<file path="config.mk">
export PLATFORM = sky130hd
export DESIGN_NAME = jtag_tap
export DESIGN_NICKNAME = d
export VERILOG_FILES = /design/src/rtl/jtag_tap_pkg.sv /design/src/rtl/jtag_tap_fsm.sv /design/src/rtl/jtag_tap.sv
export SDC_FILE = /design/constraint.sdc
export NUM_CORES = 1
export LEC_CHECK = 0
export BUFFER_PORTS_ARGS = -buffer_cell sky130_fd_sc_hd__buf_4
export CAP_MARGIN = 25
export CORE_MARGIN = 10
export CORE_UTILIZATION = 55
export CTS_CLUSTER_DIAMETER = 50
export CTS_CLUSTER_SIZE = 10
export DETAILED_ROUTE_END_ITERATION = 8
export GPL_ROUTABILITY_DRIVEN = 0
export GPL_TIMING_DRIVEN = 0
export PLACE_DENSITY = 0.77
export SETUP_SLACK_MARGIN = 0.05
export SLEW_MARGIN = 20
export SYNTH_ARGS = -nofsm -noshare
export SYNTH_HDL_FRONTEND = slang
export SYNTH_HIERARCHICAL = 1
export SYNTH_SLANG_ARGS = --single-unit
export TNS_END_PERCENT = 100
</file>
<file path="constraint.sdc">
create_clock -name tck -period 3.1 [get_ports tck]
set_input_delay 0.155 -clock tck [delete_from_list [all_inputs] [get_ports tck]]
set_output_delay 0.155 -clock tck [all_outputs]
set_load 0.02 [all_outputs]
</file>
<file path="src/rtl/jtag_tap_pkg.sv">
// jtag_tap_pkg: TAP state encoding, default opcodes and IR capture pattern.
package jtag_tap_pkg;
   typedef enum logic [3:0] {
      TLR, RTI, SEL_DR, CAP_DR, SH_DR, EX1_DR, PAU_DR, EX2_DR, UPD_DR,
      SEL_IR, CAP_IR, SH_IR, EX1_IR, PAU_IR, EX2_IR, UPD_IR
   } tap_state_e;
   localparam logic [3:0]  IDCODE_OPCODE_DEF = 4'h2;
   localparam logic [3:0]  DEBUG_OPCODE_DEF  = 4'h8;
   localparam logic [3:0]  BYPASS_OPCODE_DEF = 4'hF;
   localparam logic [31:0] IDCODE_VALUE_DEF  = 32'h149511c3;
   localparam logic [1:0]  IR_CAPTURE        = 2'b01;
endpackage

</file>
<file path="src/rtl/jtag_tap_fsm.sv">
// jtag_tap_fsm: IEEE 1149.1 16-state TAP controller, advanced on tck rise.
module jtag_tap_fsm
   import jtag_tap_pkg::*;
(
   input  logic       tck,
   input  logic       trst_n,
   input  logic       tms,
   output tap_state_e state
);
   tap_state_e state_nxt;
   always_ff @(posedge tck or negedge trst_n)
      if (!trst_n) state <= TLR;
      else state <= state_nxt;
   always_comb begin
      state_nxt = state;
      unique case (state)
         TLR:     state_nxt = tms ? TLR    : RTI;
         RTI:     state_nxt = tms ? SEL_DR : RTI;
         SEL_DR:  state_nxt = tms ? SEL_IR : CAP_DR;
         CAP_DR:  state_nxt = tms ? EX1_DR : SH_DR;
         SH_DR:   state_nxt = tms ? EX1_DR : SH_DR;
         EX1_DR:  state_nxt = tms ? UPD_DR : PAU_DR;
         PAU_DR:  state_nxt = tms ? EX2_DR : PAU_DR;
         EX2_DR:  state_nxt = tms ? UPD_DR : SH_DR;
         UPD_DR:  state_nxt = tms ? SEL_DR : RTI;
         SEL_IR:  state_nxt = tms ? TLR    : CAP_IR;
         CAP_IR:  state_nxt = tms ? EX1_IR : SH_IR;
         SH_IR:   state_nxt = tms ? EX1_IR : SH_IR;
         EX1_IR:  state_nxt = tms ? UPD_IR : PAU_IR;
         PAU_IR:  state_nxt = tms ? EX2_IR : PAU_IR;
         EX2_IR:  state_nxt = tms ? UPD_IR : SH_IR;
         UPD_IR:  state_nxt = tms ? SEL_DR : RTI;
         default: state_nxt = TLR;
      endcase
   end
endmodule

</file>
<file path="src/rtl/jtag_tap.sv">
// jtag_tap: TAP with IR, BYPASS, optional IDCODE DR and external debug DR select.
// Define JTAG_TAP_IDCODE_EN to include the IDCODE register and make it the reset opcode.
module jtag_tap
   import jtag_tap_pkg::*;
#(
   parameter int                IR_LEN        = 4,
   parameter logic [31:0]       IDCODE_VALUE  = IDCODE_VALUE_DEF,
   parameter logic [IR_LEN-1:0] IDCODE_OPCODE = IR_LEN'(IDCODE_OPCODE_DEF),
   parameter logic [IR_LEN-1:0] DEBUG_OPCODE  = IR_LEN'(DEBUG_OPCODE_DEF),
   parameter logic [IR_LEN-1:0] BYPASS_OPCODE = IR_LEN'(BYPASS_OPCODE_DEF)
)(
   input  logic tck,
   input  logic trst_n,
   input  logic tms,
   input  logic tdi,
   output logic tdo,
   output logic tdo_oe,
   input  logic debug_tdo,
   output logic debug_tdi,
   output logic debug_select,
   output logic capture_dr,
   output logic shift_dr,
   output logic update_dr,
   output logic pause_dr,
   output logic test_logic_reset,
   output logic run_test_idle
);
   tap_state_e        state;
   logic [IR_LEN-1:0] ir_sr;
   logic [IR_LEN-1:0] ir;
   logic              byp;
   logic              dr_tdo;

   jtag_tap_fsm u_fsm (
      .tck    (tck),
      .trst_n (trst_n),
      .tms    (tms),
      .state  (state)
   );

   assign debug_tdi    = tdi;
   assign debug_select = ir == DEBUG_OPCODE;

`ifdef JTAG_TAP_IDCODE_EN
   localparam logic [IR_LEN-1:0] RESET_OPCODE = IDCODE_OPCODE;
   logic [31:0] idcode_sr;
   always_ff @(posedge tck or negedge trst_n)
      if (!trst_n) idcode_sr <= '0;
      else if (state == CAP_DR) idcode_sr <= IDCODE_VALUE;
      else if (state == SH_DR) idcode_sr <= {tdi, idcode_sr[31:1]};
   assign dr_tdo = debug_select ? debug_tdo : ir == IDCODE_OPCODE ? idcode_sr[0] : byp;
`else
   localparam logic [IR_LEN-1:0] RESET_OPCODE = BYPASS_OPCODE;
   logic unused_cfg;
   assign unused_cfg = ^{IDCODE_VALUE, IDCODE_OPCODE};
   assign dr_tdo = debug_select ? debug_tdo : byp;
`endif

   always_ff @(posedge tck or negedge trst_n)
      if (!trst_n) begin
         ir_sr <= '0;
         byp   <= 1'b0;
      end else begin
         if (state == CAP_IR) ir_sr <= IR_LEN'(IR_CAPTURE);
         else if (state == SH_IR) ir_sr <= {tdi, ir_sr[IR_LEN-1:1]};
         if (state == CAP_DR) byp <= 1'b0;
         else if (state == SH_DR) byp <= tdi;
      end

   // Falling-edge side: latched IR, tdo and the state-decoded strobes.
   always_ff @(negedge tck or negedge trst_n)
      if (!trst_n) begin
         ir               <= RESET_OPCODE;
         tdo              <= 1'b0;
         tdo_oe           <= 1'b0;
         capture_dr       <= 1'b0;
         shift_dr         <= 1'b0;
         update_dr        <= 1'b0;
         pause_dr         <= 1'b0;
         test_logic_reset <= 1'b1;
         run_test_idle    <= 1'b0;
      end else begin
         if (state == TLR) ir <= RESET_OPCODE;
         else if (state == UPD_IR) ir <= ir_sr;
         tdo              <= state == SH_IR ? ir_sr[0] : state == SH_DR ? dr_tdo : 1'b0;
         tdo_oe           <= state == SH_IR || state == SH_DR;
         capture_dr       <= state == CAP_DR;
         shift_dr         <= state == SH_DR;
         update_dr        <= state == UPD_DR;
         pause_dr         <= state == PAU_DR;
         test_logic_reset <= state == TLR;
         run_test_idle    <= state == RTI;
      end
endmodule

</file>
# After elaboration in Yosys (flattened, before gate mapping)

Cells that the tools add are included.
Widths: inputs -> output; s select.

Register bits: 21

Eq/ne operators: 16
Mux-type cells: 22
Reductions and logical operators: 8

Operators by type and width:

| cell               | count |
|---|---|
| $pmux 4 s12        | 1 |
| $eq 4x4->1 const B | 9 |
| $mux 4             | 8 |
| $eq 4x3->1 const B | 4 |
| $eq 4x2->1 const B | 2 |
| $mux 1             | 8 |
| $mux 2             | 3 |
| $mux 3             | 2 |
| $reduce_bool 2->1  | 3 |
| $eq 4x1->1 const B | 1 |
| $logic_not 4->1    | 1 |
| $reduce_or 2->1    | 2 |
| $reduce_or 3->1    | 1 |
| $logic_or 1x1->1   | 1 |

# Depth between registers and ports, before layout

Depth after elaboration: 4
Gate-level depth with buffers: 5

# Modules after synthesis

The synthesis kept the hierarchy.

Modules (own cells, without submodules):

| module       | instances | cells an instance | area each (µm²) |
|---|---|---|---|
| jtag_tap     | 1         | 69                | 744.5 |
| jtag_tap_fsm | 1         | 37                | 314.1 |

==> impl_metrics.json <==
{
  "status": "complete, no violations",
  "grt_start_max_net_pins": 22,
  "cts_tree": "yes",
  "drv_slew": 0,
  "clk_pin_slew_ns": 0.11,
  "path_delay_family": "flip-flops",
  "hold_depth": 2,
  "antenna_cells": 0,
  "numCtsBuffers": 3,
  "power_leakage_nw": 0.615,
  "hold_viol_final": 0,
  "switching_power_mw": 0.511,
  "cp-end-kind": "primary output",
  "pwr-share-seq": 0.404,
  "grt_use_total": 0.110,
  "crit_arrival_ns": 2.84,
  "cpMaxStageDelayCell": "dfstp_2",
  "avgSynthCellArea_sq_um": 9.99,
  "via_per_inst": 5.47,
  "wire_per_inst_um": 13.5,
  "die_area_sq_um": 4080,
  "power.density_nw_per_um2": 981,
  "die_h_um": 63.9,
  "mostFrequentLayoutCells": "buf_4 (20), nand2_1 (12), o21ai_0 (11)",
  "async_flop_share": 1.00,
  "slowest_delay_ns": 0.52,
  "required_ns": 2.94,
  "port_buffers": 14,
  "synth_edf_count": 0,
  "crit_cells": 2,
  "drt_iter0_drc": 24,
  "cts.sinks": 21,
  "htree_num_levels": 1,
  "num_rows": 15,
  "comb_power_share": 0.471,
  "ys_seq_area_frac": 0.502,
  "power.internal_mw": 0.734,
  "skew_ns": 0.0625,
  "setup_tns_ns": 0,
  "drv_cap": 0,
  "ios": 15,
  "drive_gt1_frac": 0.313,
  "syn_inst": 106,
  "coreArea_sq_um": 1780,
  "rsz0062_at_grt": "yes",
  "die_width_um": 63.9,
  "setup_viol": 0,
  "yosysUniqueCellTypes": 41,
  "hp-class": "in -> reg",
  "crit_chain": "nor4b_4 -> buf_4",
  "dp_hpwl_mm": 1.53,
  "reg2regPathDepth": 2,
  "yosys_most_used_dff": "dfrtp_1",
  "syn_area_sq_um": 1060,
  "dr.pass1.iters": 4,
  "final_antenna_net_count": 0,
  "yosysWarnings": 6,
  "antenna_found_initial": 0,
  "via_count": 853,
  "insertion_delay_ns": 0.37,
  "syn2layout_area_growth_pct": 20.0,
  "critPathMaxFanout": 2,
  "final_core_util": 0.712,
  "clkPwrFrac": 0.124,
  "syn-num-nets": 111,
  "synth-seq-cells": 21,
  "grt_pass1_vias": 771,
  "start_kind": "flip-flop",
  "wl_mm": 2.10,
  "swShare": 0.411,
  "grt_pass1_wl_mm": 3.62,
  "ir_worst_vdd_mv": 0.539,
  "grt.overflow.total": 0,
  "path_class": "reg -> out",
  "worst_pin_slew_ns": 0.421,
  "layout_commonest_cell": "buf_4",
  "max-slew-margin-rel": 0.717,
  "clk_path_buf_depth": 2,
  "drc": 0,
  "fin_nets": 137,
  "start_util": 0.594,
  "cts_root_buffer": "clkbuf_4",
  "cp_num_buf_inv": 1
}
[what timing repair did]
| action | CTS | global route |
|---|---|---|
| hold buffers | 1 | 0 |
| setup endpoints to repair | 1 | 1 |
| buffers inserted | 1 | 1 |
| endpoints found under the hold margin | 9 | 0 |
| gates resized for setup | 1 | 0 |
[metrics by stage]
step	worst slack [ns]	std cells	total power, mW	hold slack (ns)	cell area, sq um
after global placement	0.250	145	1.07	0.0427	1190
final	0.107	156	1.25	0.0623	1270
after CTS	0.0670	155	1.24	0.0460	1260
after global routing	0.0389	156	1.36	0.0430	1270
after floorplan	0.368	106	0.931	-0.141	1060
after detailed placement	0.236	145	1.09	0.0468	1190
[synth_stat cells, types with 2 or more instances]
library cell / n / area (sq um)
dfrtn_1: 7 / 175
o21ai_0: 11 / 55.1
clkbuf_1: 2 / 7.51
dfrtp_1: 9 / 225
nor2b_1: 2 / 12.5
a21oi_1: 5 / 25.0
and2b_2: 2 / 17.5
nand3_1: 3 / 15.0
nor2_1: 5 / 18.8
dfstp_2: 5 / 131
inv_1: 4 / 15.0
nand2_1: 12 / 45.0
nor3b_1: 2 / 15.0
nor3_1: 4 / 20.0
buf_4: 4 / 30.0
a22oi_1: 4 / 30.0
[flip-flops by register name, summed over array words and instances (netlist names)]
| signal | cells |
|---|---|
| ir | 4 |
| ir_sr | 4 |
| u_fsm/state | 4 |
| byp | 1 |
| capture_dr | 1 |
| pause_dr | 1 |
| run_test_idle | 1 |
| shift_dr | 1 |
| tdo | 1 |
| tdo_oe | 1 |
| test_logic_reset | 1 |
| update_dr | 1 |
[power groups by stage]
| stage | clock, mW | sequential, mW | combinational, mW |
|---|---|---|---|
| after global routing | 0.178 | 0.520 | 0.657 |
| after detailed placement | 0.0120 | 0.504 | 0.573 |
| after CTS | 0.159 | 0.506 | 0.578 |
| after floorplan | 0.0120 | 0.515 | 0.404 |
| after global placement | 0.0120 | 0.502 | 0.557 |
| final | 0.155 | 0.504 | 0.587 |
[layout make-up]
cell class	count	area, sq um
Timing Repair Buffer	17	130
Inverter	4	16.3
Sequential cell	21	532
Buffer	8	62.6
Tap cell	25	31.3
Clock buffer	3	22.5
Multi-Input combinational cell	72	453
Fill cell	150	513
Clock inverter	6	22.5
[routing by layer]
layer  wire (um)  global-route usage  vias up
met5           0                   0        -
met3         121              0.0261        4
met4          57              0.0820        0
li1            -                   -      423
met1         956               0.129      402
met2         964               0.172       24
[cell families after synthesis]
family          synth area share
buf+inv                   0.0780
simple gates               0.245
compound gates             0.165
flops                      0.502
mux                      0.00946
[worst paths after layout]
check	slack (ns)	startpoint	endpoint
hold / removal	0.06	tms	u_fsm/state[0]
max in group asynchronous	1.08	trst_n	ir[0]
setup / recovery	0.11	ir[3]	debug_select
min in group asynchronous	0.24	trst_n	u_fsm/state[1]
setup reg to reg	0.21	u_fsm/state[0]	pause_dr
hold reg to reg	0.55	byp	byp
No activity file was read; power rests on OpenSTA's default activity.
